### config.mk
export PLATFORM = sky130hd
export DESIGN_NAME = estagio_writeback
export DESIGN_NICKNAME = d
export VERILOG_FILES = /design/src/rtl/estagio_writeback.sv
export SDC_FILE = /design/constraint.sdc
export NUM_CORES = 1
export LEC_CHECK = 0
export CORE_MARGIN = 1
export CORE_UTILIZATION = 45
export DETAILED_ROUTE_END_ITERATION = 6
export PLACE_DENSITY_LB_ADDON = 0.1
export SETUP_SLACK_MARGIN = 0.15
export SYNTH_ARGS = -nofsm -noshare
export SYNTH_HDL_FRONTEND = slang
export SYNTH_SLANG_ARGS = --single-unit
### constraint.sdc
create_clock -name clock -period 5.72 [get_ports clock]
set_input_delay 0.858 -clock clock [delete_from_list [all_inputs] [get_ports clock]]
set_output_delay 0.858 -clock clock [all_outputs]
set_load 0.01 [all_outputs]
### src/rtl/estagio_writeback.sv
// -----------------------------------------------------------------------------
// estagio_writeback
//
// Write-back stage that sits directly after execute. Each accepted instruction
// has its write-back value selected (ALU result, memory read data or PC+1) and
// is stored in a 2-entry skid buffer. The oldest entry (head) drives the
// register-file write port. The youngest writing entry drives a forwarding path
// back to execute.
//
// Optional feature: define CONTADOR_RETIRADAS_EN to add the 'retiradas' output.
// It is a wrapping 32-bit count of every entry that retires.
//
// Ports:
//   clock, reset         system clock (rising edge), synchronous active-high reset
//   ex_valid / ex_ready  handshake from execute (ex_ready is registered)
//   ex_saida_ula         ALU result
//   ex_saida_memoria     data-memory read data
//   ex_pc                instruction PC
//   ex_fonte_wb          0=ALU, 1=memory, 2=PC+1, 3=no write
//   ex_reg_destino       destination register index
//   ex_hab_escrita_reg   instruction writes a register
//   flush                discard the incoming instruction this cycle
//   wb_valid / wb_ready  handshake to the register-file write port
//   wb_dado, wb_reg_destino  write data and register index
//   fwd_valid, fwd_reg, fwd_dado  forwarding of the youngest pending write
//   retiradas            (CONTADOR_RETIRADAS_EN only) retire counter
// -----------------------------------------------------------------------------
module estagio_writeback #(
  parameter int LARGURA  = 32,
  parameter int BITS_REG = 5
) (
  input  logic                clock,
  input  logic                reset,
  input  logic                ex_valid,
  output logic                ex_ready,
  input  logic [LARGURA-1:0]  ex_saida_ula,
  input  logic [LARGURA-1:0]  ex_saida_memoria,
  input  logic [LARGURA-1:0]  ex_pc,
  input  logic [1:0]          ex_fonte_wb,
  input  logic [BITS_REG-1:0] ex_reg_destino,
  input  logic                ex_hab_escrita_reg,
  input  logic                flush,
  output logic                wb_valid,
  input  logic                wb_ready,
  output logic [LARGURA-1:0]  wb_dado,
  output logic [BITS_REG-1:0] wb_reg_destino,
  output logic                fwd_valid,
  output logic [BITS_REG-1:0] fwd_reg,
  output logic [LARGURA-1:0]  fwd_dado
`ifdef CONTADOR_RETIRADAS_EN
  ,
  output logic [31:0]         retiradas
`endif
);

  typedef enum logic [1:0] {
    FONTE_ULA     = 2'd0,
    FONTE_MEMORIA = 2'd1,
    FONTE_LINK    = 2'd2,
    FONTE_NENHUMA = 2'd3
  } fonte_wb_e;

  // Buffer state
  logic [1:0]          r_valid;
  logic [1:0]          r_escreve;
  logic [LARGURA-1:0]  r_dado [2];
  logic [BITS_REG-1:0] r_reg  [2];
  logic                r_rd_ptr;
  logic                r_wr_ptr;
  logic [1:0]          r_ocupacao;
  logic                r_ex_ready;

  // Registered outputs (computed from the next buffer state)
  logic                r_wb_valid;
  logic [LARGURA-1:0]  r_wb_dado;
  logic [BITS_REG-1:0] r_wb_reg;
  logic                r_fwd_valid;
  logic [BITS_REG-1:0] r_fwd_reg;
  logic [LARGURA-1:0]  r_fwd_dado;

  // Combinational signals
  logic                w_aceita;
  logic                w_retira;
  logic [LARGURA-1:0]  w_dado_novo;
  logic                w_escreve_novo;
  logic [1:0]          w_valid_prox;
  logic [1:0]          w_escreve_prox;
  logic [LARGURA-1:0]  w_dado_prox [2];
  logic [BITS_REG-1:0] w_reg_prox  [2];
  logic                w_rd_prox;
  logic                w_wr_prox;
  logic                w_jovem;
  logic [1:0]          w_ocupacao_prox;
  logic                w_wb_valid_prox;
  logic [LARGURA-1:0]  w_wb_dado_prox;
  logic [BITS_REG-1:0] w_wb_reg_prox;
  logic                w_fwd_valid_prox;
  logic [BITS_REG-1:0] w_fwd_reg_prox;
  logic [LARGURA-1:0]  w_fwd_dado_prox;

  assign w_aceita = ex_valid & r_ex_ready & ~flush;

  // A head that does not write leaves after one cycle at the head regardless
  // of wb_ready; a writing head leaves only when the register file takes it.
  assign w_retira = r_valid[r_rd_ptr] & (~r_escreve[r_rd_ptr] | wb_ready);

  // Write-back value selection. PC+1 wraps naturally at LARGURA bits.
  always_comb begin
    w_dado_novo = '0;
    unique case (fonte_wb_e'(ex_fonte_wb))
      FONTE_ULA:     w_dado_novo = ex_saida_ula;
      FONTE_MEMORIA: w_dado_novo = ex_saida_memoria;
      FONTE_LINK:    w_dado_novo = ex_pc + LARGURA'(1);
      FONTE_NENHUMA: w_dado_novo = '0;
    endcase
  end

  // Register 0 is hard-wired, so a write to it is turned into a no-op entry.
  assign w_escreve_novo = ex_hab_escrita_reg
                        & (ex_fonte_wb != FONTE_NENHUMA)
                        & (ex_reg_destino != '0);

  // Next buffer state. With one entry held, accept and retire target
  // different slots, so both updates can be applied in the same cycle.
  // NOTE: every variable gets a default at the top of the always_comb so no
  // path leaves it unassigned and no latch is inferred.
  always_comb begin
    w_valid_prox   = r_valid;
    w_escreve_prox = r_escreve;
    w_dado_prox    = r_dado;
    w_reg_prox     = r_reg;
    w_rd_prox      = r_rd_ptr;
    w_wr_prox      = r_wr_ptr;
    w_ocupacao_prox = r_ocupacao;

    if (w_retira) begin
      w_valid_prox[r_rd_ptr] = 1'b0;
      w_rd_prox              = ~r_rd_ptr;
    end
    if (w_aceita) begin
      w_valid_prox[r_wr_ptr]   = 1'b1;
      w_escreve_prox[r_wr_ptr] = w_escreve_novo;
      w_dado_prox[r_wr_ptr]    = w_dado_novo;
      w_reg_prox[r_wr_ptr]     = ex_reg_destino;
      w_wr_prox                = ~r_wr_ptr;
    end

    unique case ({w_aceita, w_retira})
      2'b10:   w_ocupacao_prox = r_ocupacao + 2'd1;
      2'b01:   w_ocupacao_prox = r_ocupacao - 2'd1;
      default: w_ocupacao_prox = r_ocupacao;
    endcase
  end

  // Output values for the next cycle. An empty buffer keeps the last data.
  // The youngest entry sits just behind the write pointer; the other slot is
  // the older one and is only consulted when the younger one does not write.
  always_comb begin
    w_wb_valid_prox = w_valid_prox[w_rd_prox] & w_escreve_prox[w_rd_prox];
    w_wb_dado_prox  = r_wb_dado;
    w_wb_reg_prox   = r_wb_reg;
    if (w_valid_prox[w_rd_prox]) begin
      w_wb_dado_prox = w_dado_prox[w_rd_prox];
      w_wb_reg_prox  = w_reg_prox[w_rd_prox];
    end

    w_jovem          = ~w_wr_prox;
    w_fwd_valid_prox = 1'b0;
    w_fwd_reg_prox   = r_fwd_reg;
    w_fwd_dado_prox  = r_fwd_dado;
    if (w_valid_prox[w_jovem] && w_escreve_prox[w_jovem]) begin
      w_fwd_valid_prox = 1'b1;
      w_fwd_reg_prox   = w_reg_prox[w_jovem];
      w_fwd_dado_prox  = w_dado_prox[w_jovem];
    end else if (w_valid_prox[~w_jovem] && w_escreve_prox[~w_jovem]) begin
      w_fwd_valid_prox = 1'b1;
      w_fwd_reg_prox   = w_reg_prox[~w_jovem];
      w_fwd_dado_prox  = w_dado_prox[~w_jovem];
    end
  end

  // Control and output registers.
  // NOTE: sequential state uses non-blocking assignments so every register
  // samples the pre-edge values, independent of statement order.
  always_ff @(posedge clock) begin
    if (reset) begin
      r_valid     <= '0;
      r_escreve   <= '0;
      r_rd_ptr    <= 1'b0;
      r_wr_ptr    <= 1'b0;
      r_ocupacao  <= '0;
      r_ex_ready  <= 1'b1;
      r_wb_valid  <= 1'b0;
      r_wb_dado   <= '0;
      r_wb_reg    <= '0;
      r_fwd_valid <= 1'b0;
      r_fwd_reg   <= '0;
      r_fwd_dado  <= '0;
    end else begin
      r_valid     <= w_valid_prox;
      r_escreve   <= w_escreve_prox;
      r_rd_ptr    <= w_rd_prox;
      r_wr_ptr    <= w_wr_prox;
      r_ocupacao  <= w_ocupacao_prox;
      r_ex_ready  <= (w_ocupacao_prox < 2'd2);
      r_wb_valid  <= w_wb_valid_prox;
      r_wb_dado   <= w_wb_dado_prox;
      r_wb_reg    <= w_wb_reg_prox;
      r_fwd_valid <= w_fwd_valid_prox;
      r_fwd_reg   <= w_fwd_reg_prox;
      r_fwd_dado  <= w_fwd_dado_prox;
    end
  end

  // Entry payload storage.
  // NOTE: the payload is not reset; r_valid qualifies every read, so stale
  // contents are never observed and the storage needs no reset path.
  always_ff @(posedge clock) begin
    r_dado <= w_dado_prox;
    r_reg  <= w_reg_prox;
  end

  assign ex_ready       = r_ex_ready;
  assign wb_valid       = r_wb_valid;
  assign wb_dado        = r_wb_dado;
  assign wb_reg_destino = r_wb_reg;
  assign fwd_valid      = r_fwd_valid;
  assign fwd_reg        = r_fwd_reg;
  assign fwd_dado       = r_fwd_dado;

`ifdef CONTADOR_RETIRADAS_EN
  logic [31:0] r_retiradas;

  always_ff @(posedge clock) begin
    if (reset) begin
      r_retiradas <= '0;
    end else if (w_retira) begin
      r_retiradas <= r_retiradas + 32'd1;
    end
  end

  assign retiradas = r_retiradas;
`endif

endmodule

# Word level (Yosys, flattened, before mapping)
# Index checks and enable logic that the tools add are counted.
dict set report op_classes {
  eq_ne 6
  add_sub_neg 3
  order_cmp 13
  bitwise_logic 19
  mux 60
  n_reduce_logical 8
}
# operator n
set op_table {}
lappend op_table {{2-to-1 mux 32 bit} 12}
lappend op_table {{one-hot mux 32 bit (4 select lines)} 1}
lappend op_table {{bitwise mux 64 bit} 1}
lappend op_table {{2-to-1 mux 64 bit} 1}
lappend op_table {{2-to-1 mux 5 bit} 12}
lappend op_table {{adder 32 x 1 -> 32 bit (second input constant)} 1}
lappend op_table {{demux 32 bit (select 1 bit)} 1}
lappend op_table {{2-to-1 mux 1 bit} 22}
lappend op_table {{bitwise mux 10 bit} 1}
lappend op_table {{< comparator 1 x 2 -> 1 bit (second input constant)} 5}
lappend op_table {{2-to-1 mux 10 bit} 1}
lappend op_table {{greater-or-equal comparator 2 bit (second input constant)} 4}
lappend op_table {{inverter 1 -> 2 bit} 4}
lappend op_table {{AND 1 bit} 6}
lappend op_table {{== test 2 bit (second input constant)} 3}
lappend op_table {{2-to-1 mux 2 bit} 3}
lappend op_table {{demux 5 bit (select 1 bit)} 1}
lappend op_table {{logical AND 1 bit} 5}
lappend op_table {{inverter 1 bit} 5}
lappend op_table {{nonzero test 5 bit} 1}
lappend op_table {{== test 2 x 1 -> 1 bit (second input constant)} 2}
lappend op_table {{one-hot mux 2 bit (2 select lines)} 1}
lappend op_table {{adder 2 x 1 -> 2 bit (second input constant)} 1}
lappend op_table {{AND 2 bit} 1}
lappend op_table {{12 further kinds} 14}
dict set report word_totals {
  regBits 159
  in_bits 109
  elab_cells 125
  out_inout_bits 77
}

# Depth between registers and ports, before layout
# Gate-level depths: netlist of the first run.
dict set report depth {
  depth_word 14
  depth_mapped 10
}

# Worst setup path after synthesis of the first run
# OpenSTA, ideal clock, no wires.
dict set report synth_path {
  path_type {input to register}
  startpoint {input ex_pc[15]}
  endpoint {register r_fwd_dado[26] (netlist: fwd_dado[26])}
  stages 8
  path_slack_ns 2.848
  t_arrival_ns 2.739
  path_buffers 2
  required_ns 5.587
  cell_sequence {clkbuf_2 -> nand4_1 -> nor4_1 -> buf_2 -> a31oi_1 -> nor3_1 -> o2bb2ai_1 -> a311oi_1}
}
dict set report synth_between {
  elab_chain_len 9
}
# item line_no
set synth_rtl {}
lappend synth_rtl {{start, declared} 38} ;# input logic [LARGURA-1:0] ex_pc,
lappend synth_rtl {{adder 32 x 1 -> 32 bit (*)} 113} ;# FONTE_LINK: w_dado_novo = ex_pc + LARGURA'(1);
lappend synth_rtl {{one-hot mux 32 bit (4 select lines) (*)} 110} ;# unique case (fonte_wb_e'(ex_fonte_wb))
lappend synth_rtl {{bitwise mux 64 bit (*)} 143} ;# w_dado_prox[r_wr_ptr] = w_dado_novo;
lappend synth_rtl {{2-to-1 mux 64 bit (*)} 140} ;# if (w_aceita) begin
lappend synth_rtl {{2-to-1 mux 32 bit (not written as such) (3 in a row)} 178} ;# w_fwd_dado_prox = w_dado_prox[~w_jovem];
lappend synth_rtl {{2-to-1 mux 32 bit} 175} ;# end else if (w_valid_prox[~w_jovem] && w_escreve_prox[~w_jovem]) begin
lappend synth_rtl {{2-to-1 mux 32 bit (*)} 171} ;# if (w_valid_prox[w_jovem] && w_escreve_prox[w_jovem]) begin
lappend synth_rtl {{end signal, assigned} 211} ;# r_fwd_dado <= w_fwd_dado_prox;
lappend synth_rtl {{end, declared} 79} ;# logic [LARGURA-1:0] r_fwd_dado;
# Mark *: on every way between the ends. The rest lies on a longest branch, timed or not. The select of a mux whose other input is x is not followed.
# A chain may end at the register's enable or synchronous reset.

# Final worst setup path of the first run
dict set report layout_path {
  startpoint {input flush}
  endpoint {register r_fwd_dado[4] (netlist: fwd_dado[4])}
}
dict set report layout_between {
  elab_chain_len 9
}
# item line_no
set layout_rtl {}
lappend layout_rtl {{start, declared} 42} ;# input logic flush,
lappend layout_rtl {{inverter 1 bit (*)} 101} ;# assign w_aceita = ex_valid & r_ex_ready & ~flush;
lappend layout_rtl {{AND 1 bit (*)} 101}
lappend layout_rtl {{2-to-1 mux 1 bit} 140}
lappend layout_rtl {{inverter 1 -> 2 bit or inverter 1 bit (tied branches)} {178, 167}}
lappend layout_rtl {{2-to-1 mux 32 bit (not written as such) or inverter 1 -> 2 bit (tied branches)} {178, 174}}
lappend layout_rtl {{2-to-1 mux 32 bit (on tied branches) (2 in a row)} {178, 174}}
lappend layout_rtl {{2-to-1 mux 32 bit (on tied branches)} {175, 174}}
lappend layout_rtl {{2-to-1 mux 32 bit} 171}
# Marked as above.

==> results by group, run 1 <==
Critical path
  • Crit path max fanout: 19
  • Critical Path Source Type: input pin
  • R2R depth: 6
  • Crit Path Category: in -> reg
  • Worst setup path endpoint: fwd_dado[4]
  • Slack of the worst reg-to-reg path: 1630 ps
  • Crit path required time: 6060 ps
  • R2r startpoint: r_wr_ptr
  • Critical Path End Type: flop
  • Critical Path AT: 4660 ps
  • Reg-to-Reg End: fwd_dado[4]
  • Worst setup path startpoint: flush

Place
  • Global placement routability congestion: 0.943
  • PortBufs: 185
  • DP HPWL: 18,900 um

Power
  • Switching Power: 0.00128 W
  • Pwr dens: 359 nW/um2
  • Reg power frac: 0.403
  • IR drop worst, VDD: 0.248 mV
  • Total power draw: 0.00380 W
  • Internal power: 0.00253 W
  • Comb pwr share: 0.299
  • Switching Share: 0.335
  • Leak pwr: 4.06 nW
  • Clk pwr share: 0.298

Run
  • Max-cap violations: 0

Floorplanning
  • Core area: 17,500 um2
  • Full die area: 18,600 um2
  • Boundary Pins: 186
  • Starting Density: 0.465
  • Die Span Y: 136 um
  • Num rows: 48
  • Die W: 136 um

Clock network
  • Hold Buf Count CTS: 0
  • CTS clk-pin slew, worst paths: 60 ps
  • CTS tree: built
  • Resized Gates After CTS: 0
  • Clock Tree Root: clkbuf_16
  • Cts bufs inserted: 17
  • Maximum clock path buffer count: 2
  • # H-tree levels: 4
  • Clock Sinks: 159
  • Post-CTS Setup Repair Bufs: 0
  • Clk Latency, worst-skew pair: 440 ps

Synth
  • Post-synthesis sequential area ratio: 0.392
  • Net Count, Synth: 1,106
  • Synth Instances: 995
  • Post-synth top cells: dfxtp_1 (159), nand2_1 (127), nor2_1 (106)
  • Yosys reg bits: 159
  • Count leader, synth: dfxtp_1
  • Ranking of synthesized cells by area: dfxtp_1 (39%), mux2i_1 (6.0%), nand2_1 (5.9%)
  • EDFF count, synth: 0
  • Syn Area/Cell: 8.16 um2
  • Yosys cell types: 84
  • Yosys warning total: 0
  • Top cell type's share of synthesized area: 0.392
  • Ys flop type: dfxtp_1
  • Synth Cell Area: 8120 um2
  • Post-synth ARST share: 0
  • Yosys top cell by area: dfxtp_1

Timing
  • Hold Vio Cnt, Final: 0
  • Endpoints failing setup: 0
  • Minimum clock period: 4320 ps
  • Relative slew slack: 0.132
  • Max-slew violations: 0
  • Clock skew: 8.99 ps
  • FMAX: 0.232 GHz
  • Worst-Margin Slew: 1290 ps
  • Tcrit/Tclk final: 0.755
  • RSZ-0062 raised after global routing: no
  • Total negative slack: 0 ps

Detailed routing
  • Initial DRC Count: 668
  • Final wirelength: 26,700 um
  • Drc violations: 0
  • Via count: 8,041
  • DR vias/cell: 5.83
  • Detailed Routing Iterations Pass 1: 5
  • Antenna-violating nets left: 0
  • Avg WL per Cell: 19.3 um

Final layout
  • Antenna Cells: 0
  • # fillers: 1,583
  • Final nets: 1,252
  • Synth-to-Final Area Change: 30.6%
  • Max FFs per register: 64
  • Top reg by flops: r_dado
  • Share of cells above drive strength 1: 0.0797

GRT
  • First-pass GRT wire length: 40,400 um
  • Initial antenna violation count: 0
  • Largest net degree at the start of global routing: 53
  • Overflow after GRT: 0
  • Overall Global Routing Usage: 0.287
  • Vias in the first global route: 7,413

Run status
  • Outcome: finished, final reports clean

Hold path
  • HP Class: reg -> reg
-- metrics by stage --
step           cells  setup slack, ps  hold slack [ps]  instance area, um2   util
2_1_floorplan    995             2850              425                8120      -
3_3_place_gp    1347             1170              439               10000  0.573
3_5_place_dp    1347             1040              442               10000  0.573
4_1_cts         1379             1460              455               10600  0.607
5_1_grt         1379             1160              477               10600  0.607
6_report        1379             1400              452               10600  0.607
-- worst max-delay path, cell delays in order --
cell	delay [ps]
clkdlybuf4s50_1	500
nand4b_1	710
a211oi_1	750
nor3_1	320
nor2_2	890
mux2_2	420
a211oi_1	220
-- worst min path at each step --
| stage | end | from | slack (ps) | cells after the start |
|---|---|---|---|---|
| after floorplan | r_reg[5] | r_reg[5] | 430 | 2 |
| after global placement | r_reg[5] | r_reg[5] | 440 | 2 |
| after detailed placement | r_reg[5] | r_reg[5] | 440 | 2 |
| after CTS | wb_reg_destino[2] | wb_reg_destino[2] | 460 | 2 |
| after global routing | wb_reg_destino[0] | wb_reg_destino[0] | 480 | 2 |
| final | wb_reg_destino[2] | wb_reg_destino[2] | 450 | 2 |
-- power groups by stage --
stage          combinational [W]  clock, W  sequential, W
2_1_floorplan           0.000690         0        0.00155
3_3_place_gp             0.00111         0        0.00155
3_5_place_dp             0.00113         0        0.00155
4_1_cts                  0.00113   0.00115        0.00153
5_1_grt                  0.00126   0.00118        0.00156
6_report                 0.00114   0.00113        0.00153
-- layer usage --
metal,GRT usage,vias up,wire (um)
li1,-,3918,-
met1,0.371,3735,11600
met2,0.466,344,12100
met3,0.0611,44,2300
met4,0.107,0,698
met5,0,-,0
-- layout by cell type, fill, tap and decap left out, types with 5 or more instances in the layout --
cell and instances:
buf_4 14, o21ai_0 57, o21bai_1 10, dfxtp_1 159, o22a_1 6, nand2_1 127, and4_1 6, nand4_1 9
o221ai_1 9, a211oi_1 12, o211ai_1 23, clkbuf_16 17, mux2i_1 49, o21a_1 5, nand2b_1 6, a221oi_1 8
or2_2 15, o22ai_1 13, nor3_1 23, a211o_1 7, a31oi_1 15, clkdlybuf4s50_1 183, nand3b_1 6, xnor2_1 9
nand3_1 16, nor4_1 7, xor2_1 7, inv_1 34, a311oi_1 21, and3_1 7, mux2_2 5, nor2_1 105
a21oi_1 65
-- area by class of cell --
class                           instances  area, um2  area share
Clock inverter                         14        149      0.0140
Sequential cell                       159       3180       0.300
Inverter                               35        131      0.0124
Multi-Input combinational cell        729       4480       0.422
Clock buffer                           18        439      0.0414
Tap cell                              225        282      0.0265
Timing Repair Buffer                  199       1950       0.183
-- cell families after synthesis --
| family | Yosys count | synth area share |
|---|---|---|
| AOI/OAI and AO/OA | 293 | 0.247 |
| xor gates and xnor gates | 16 | 0.0173 |
| adders and majority gates | 2 | 0.00308 |
| buffers and inverters | 107 | 0.0608 |
| DFF | 159 | 0.392 |
| muxes | 54 | 0.0673 |
| and+or+nand+nor | 364 | 0.212 |
Note: power is estimated with default switching activity, not from simulation.
==> run 2: changes to the inputs <==
clock period = 4.2 ns   (was 5.72 ns; I/O delays follow)
==> results by group, run 2 (synthesis results as in run 1) <==
Final layout
  • Commonest non-fill, non-tap cells in the layout: clkdlybuf4s50_1 (183), dfxtp_1 (159), nand2_1 (127)
  • Final nets: 1,271
  • Antenna Cells: 0
  • Share of cells above drive strength 1: 0.0946
  • Max FFs per register: 64
  • Synth-to-Final Area Change: 33.1%
  • Top reg by flops: r_dado
  • Commonest non-fill, non-tap cell in the layout: clkdlybuf4s50_1
  • Post-route insts no fill: 1,398

Critical path
  • Slack of the worst reg-to-reg path: 1180 ps
  • Critical path's slowest cell: clkdlybuf4s50_1
  • CP most frequent cell: buf_4
  • Reg-to-Reg End: fwd_dado[18]
  • R2r startpoint: r_wr_ptr
  • Critical Path AT: 3690 ps
  • Crit Path Category: in -> reg
  • R2R depth: 8
  • Crit path max fanout: 11
  • Crit path largest cell delay: 650 ps
  • CP Cell Sequence: clkdlybuf4s50_1 -> a21boi_0 -> o211ai_2 -> a21oi_1 -> or2_0 -> buf_4 -> buf_4 -> o211ai_1 -> a311oi_1
  • Critical Path End Type: flop
  • Crit path required time: 4540 ps
  • Critical Path Source Type: input pin

Timing
  • Worst-Margin Slew: 901 ps
  • Setup WS post-layout: 855 ps
  • FMAX: 0.299 GHz
  • Clock skew: 10.1 ps
  • Hold Vio Cnt, Final: 0
  • RSZ-0062 raised after global routing: no
  • Max-slew violations: 0
  • Endpoints failing setup: 0
  • Minimum clock period: 3350 ps
  • Total negative slack: 0 ps
  • Relative slew slack: 0.394
  • Tcrit/Tclk final: 0.797

Power
  • Leak pwr: 4.17 nW
  • Comb pwr share: 0.299
  • Clk pwr share: 0.307
  • Pwr dens: 491 nW/um2
  • Reg power frac: 0.394
  • IR drop worst, VDD: 0.341 mV
  • Switching Share: 0.335
  • Internal power: 0.00352 W
  • Switching Power: 0.00178 W

Clock network
  • Cts bufs inserted: 17
  • CTS clk-pin slew, worst paths: 70 ps
  • Hold Buf Count CTS: 0
  • Post-CTS Setup Repair Bufs: 0
  • Clk Latency, worst-skew pair: 440 ps
  • CTS tree: built
  • Clock Sinks: 159
  • Clock Tree Root: clkbuf_16
  • Maximum clock path buffer count: 2
  • # H-tree levels: 4
  • Resized Gates After CTS: 0

Hold path
  • Hold_sp: fwd_reg[3]
  • Hold path depth: 2
  • HP Class: reg -> reg
  • Hold Path End: fwd_reg[3]

Detailed routing
  • Initial DRC Count: 613
  • Via count: 8,164
  • Final wirelength: 27,100 um
  • DR vias/cell: 5.84
  • Antenna-violating nets left: 0
  • Avg WL per Cell: 19.3 um
  • Detailed Routing Iterations Pass 1: 5
  • Drc violations: 0

Floorplanning
  • Core area: 17,500 um2
  • Boundary Pins: 186
  • Die Span Y: 136 um
  • Starting Density: 0.465
  • Die W: 136 um
  • Num rows: 48
  • Full die area: 18,600 um2

Place
  • DP Worst Slack: 476 ps
  • Global placement routability congestion: 0.905
  • PortBufs: 185
  • DP HPWL: 19,500 um
  • Placed cells: 1,366

GRT
  • Overall Global Routing Usage: 0.291
  • Vias in the first global route: 7,365
  • First-pass GRT wire length: 41,000 um
  • Initial antenna violation count: 0
  • Overflow after GRT: 0
  • Largest net degree at the start of global routing: 51

Run status
  • Outcome: finished, final reports clean

Run
  • Max-cap violations: 0
## run 2: changes by cell type in the layout (fill, tap and decap cells not counted)
cell,before,now
buf_12,0,2
buf_4,14,31
bufinv_16,1,2
clkbuf_8,1,0
clkinv_2,2,0
clkinv_8,1,2
clkinvlp_4,2,3
inv_6,4,3
inv_8,3,4
## run 2: worst max path at each step
stage	from	to	slack, ps	depth (start not counted)
final	ex_fonte_wb[1]	fwd_dado[18]	850	9
after global routing	ex_fonte_wb[1]	fwd_dado[18]	660	9
after CTS	ex_fonte_wb[1]	fwd_dado[18]	920	9
after detailed placement	ex_fonte_wb[1]	fwd_dado[18]	480	9
after global placement	ex_pc[0]	fwd_dado[20]	590	8
after floorplan	ex_pc[15]	fwd_dado[26]	1560	8
## run 2: per-layer routing
| metal | GRT usage | routed length [um] | share of wire |
|---|---|---|---|
| met3 | 0.0593 | 2340 | 0.086 |
| met5 | 0 | 0 | 0 |
| met2 | 0.474 | 12400 | 0.46 |
| met1 | 0.381 | 11700 | 0.43 |
| met4 | 0.100 | 623 | 0.023 |
## run 2: power by group through the flow
stage          Sequential, W  Clock [W]  Combinational (W)
2_1_floorplan        0.00211          0           0.000939
3_3_place_gp         0.00211          0            0.00155
3_5_place_dp         0.00211          0            0.00156
4_1_cts              0.00208    0.00164            0.00157
5_1_grt              0.00213    0.00170            0.00175
6_report             0.00209    0.00163            0.00158
## run 2: critical path, delay by kind of cell
kind | cells | cell delay (ps)
AO/OA/AOI/OAI | 5 | 1560
buffers and inverters | 3 | 1120
AND/OR/NAND/NOR | 1 | 360
## run 2: final cells by class
| cell class | instances | area (um2) |
|---|---|---|
| clock buffers | 17 | 425 |
| clock inverters | 15 | 195 |
| fillers | 1604 | 6670 |
| inverters | 35 | 131 |
| multi-input cells | 729 | 4480 |
| flip-flops and latches | 159 | 3180 |
| well taps | 225 | 282 |
| repair buffers | 218 | 2110 |
## run 2: per-stage QoR
step	utilization	hold slack [ps]	total power, W	area (um2)
floorplan	-	425	0.00304	8120
global placement	0.583	438	0.00366	10200
detailed placement	0.583	445	0.00367	10200
CTS	0.619	457	0.00529	10800
global route	0.619	477	0.00558	10800
finish	0.619	455	0.00530	10800
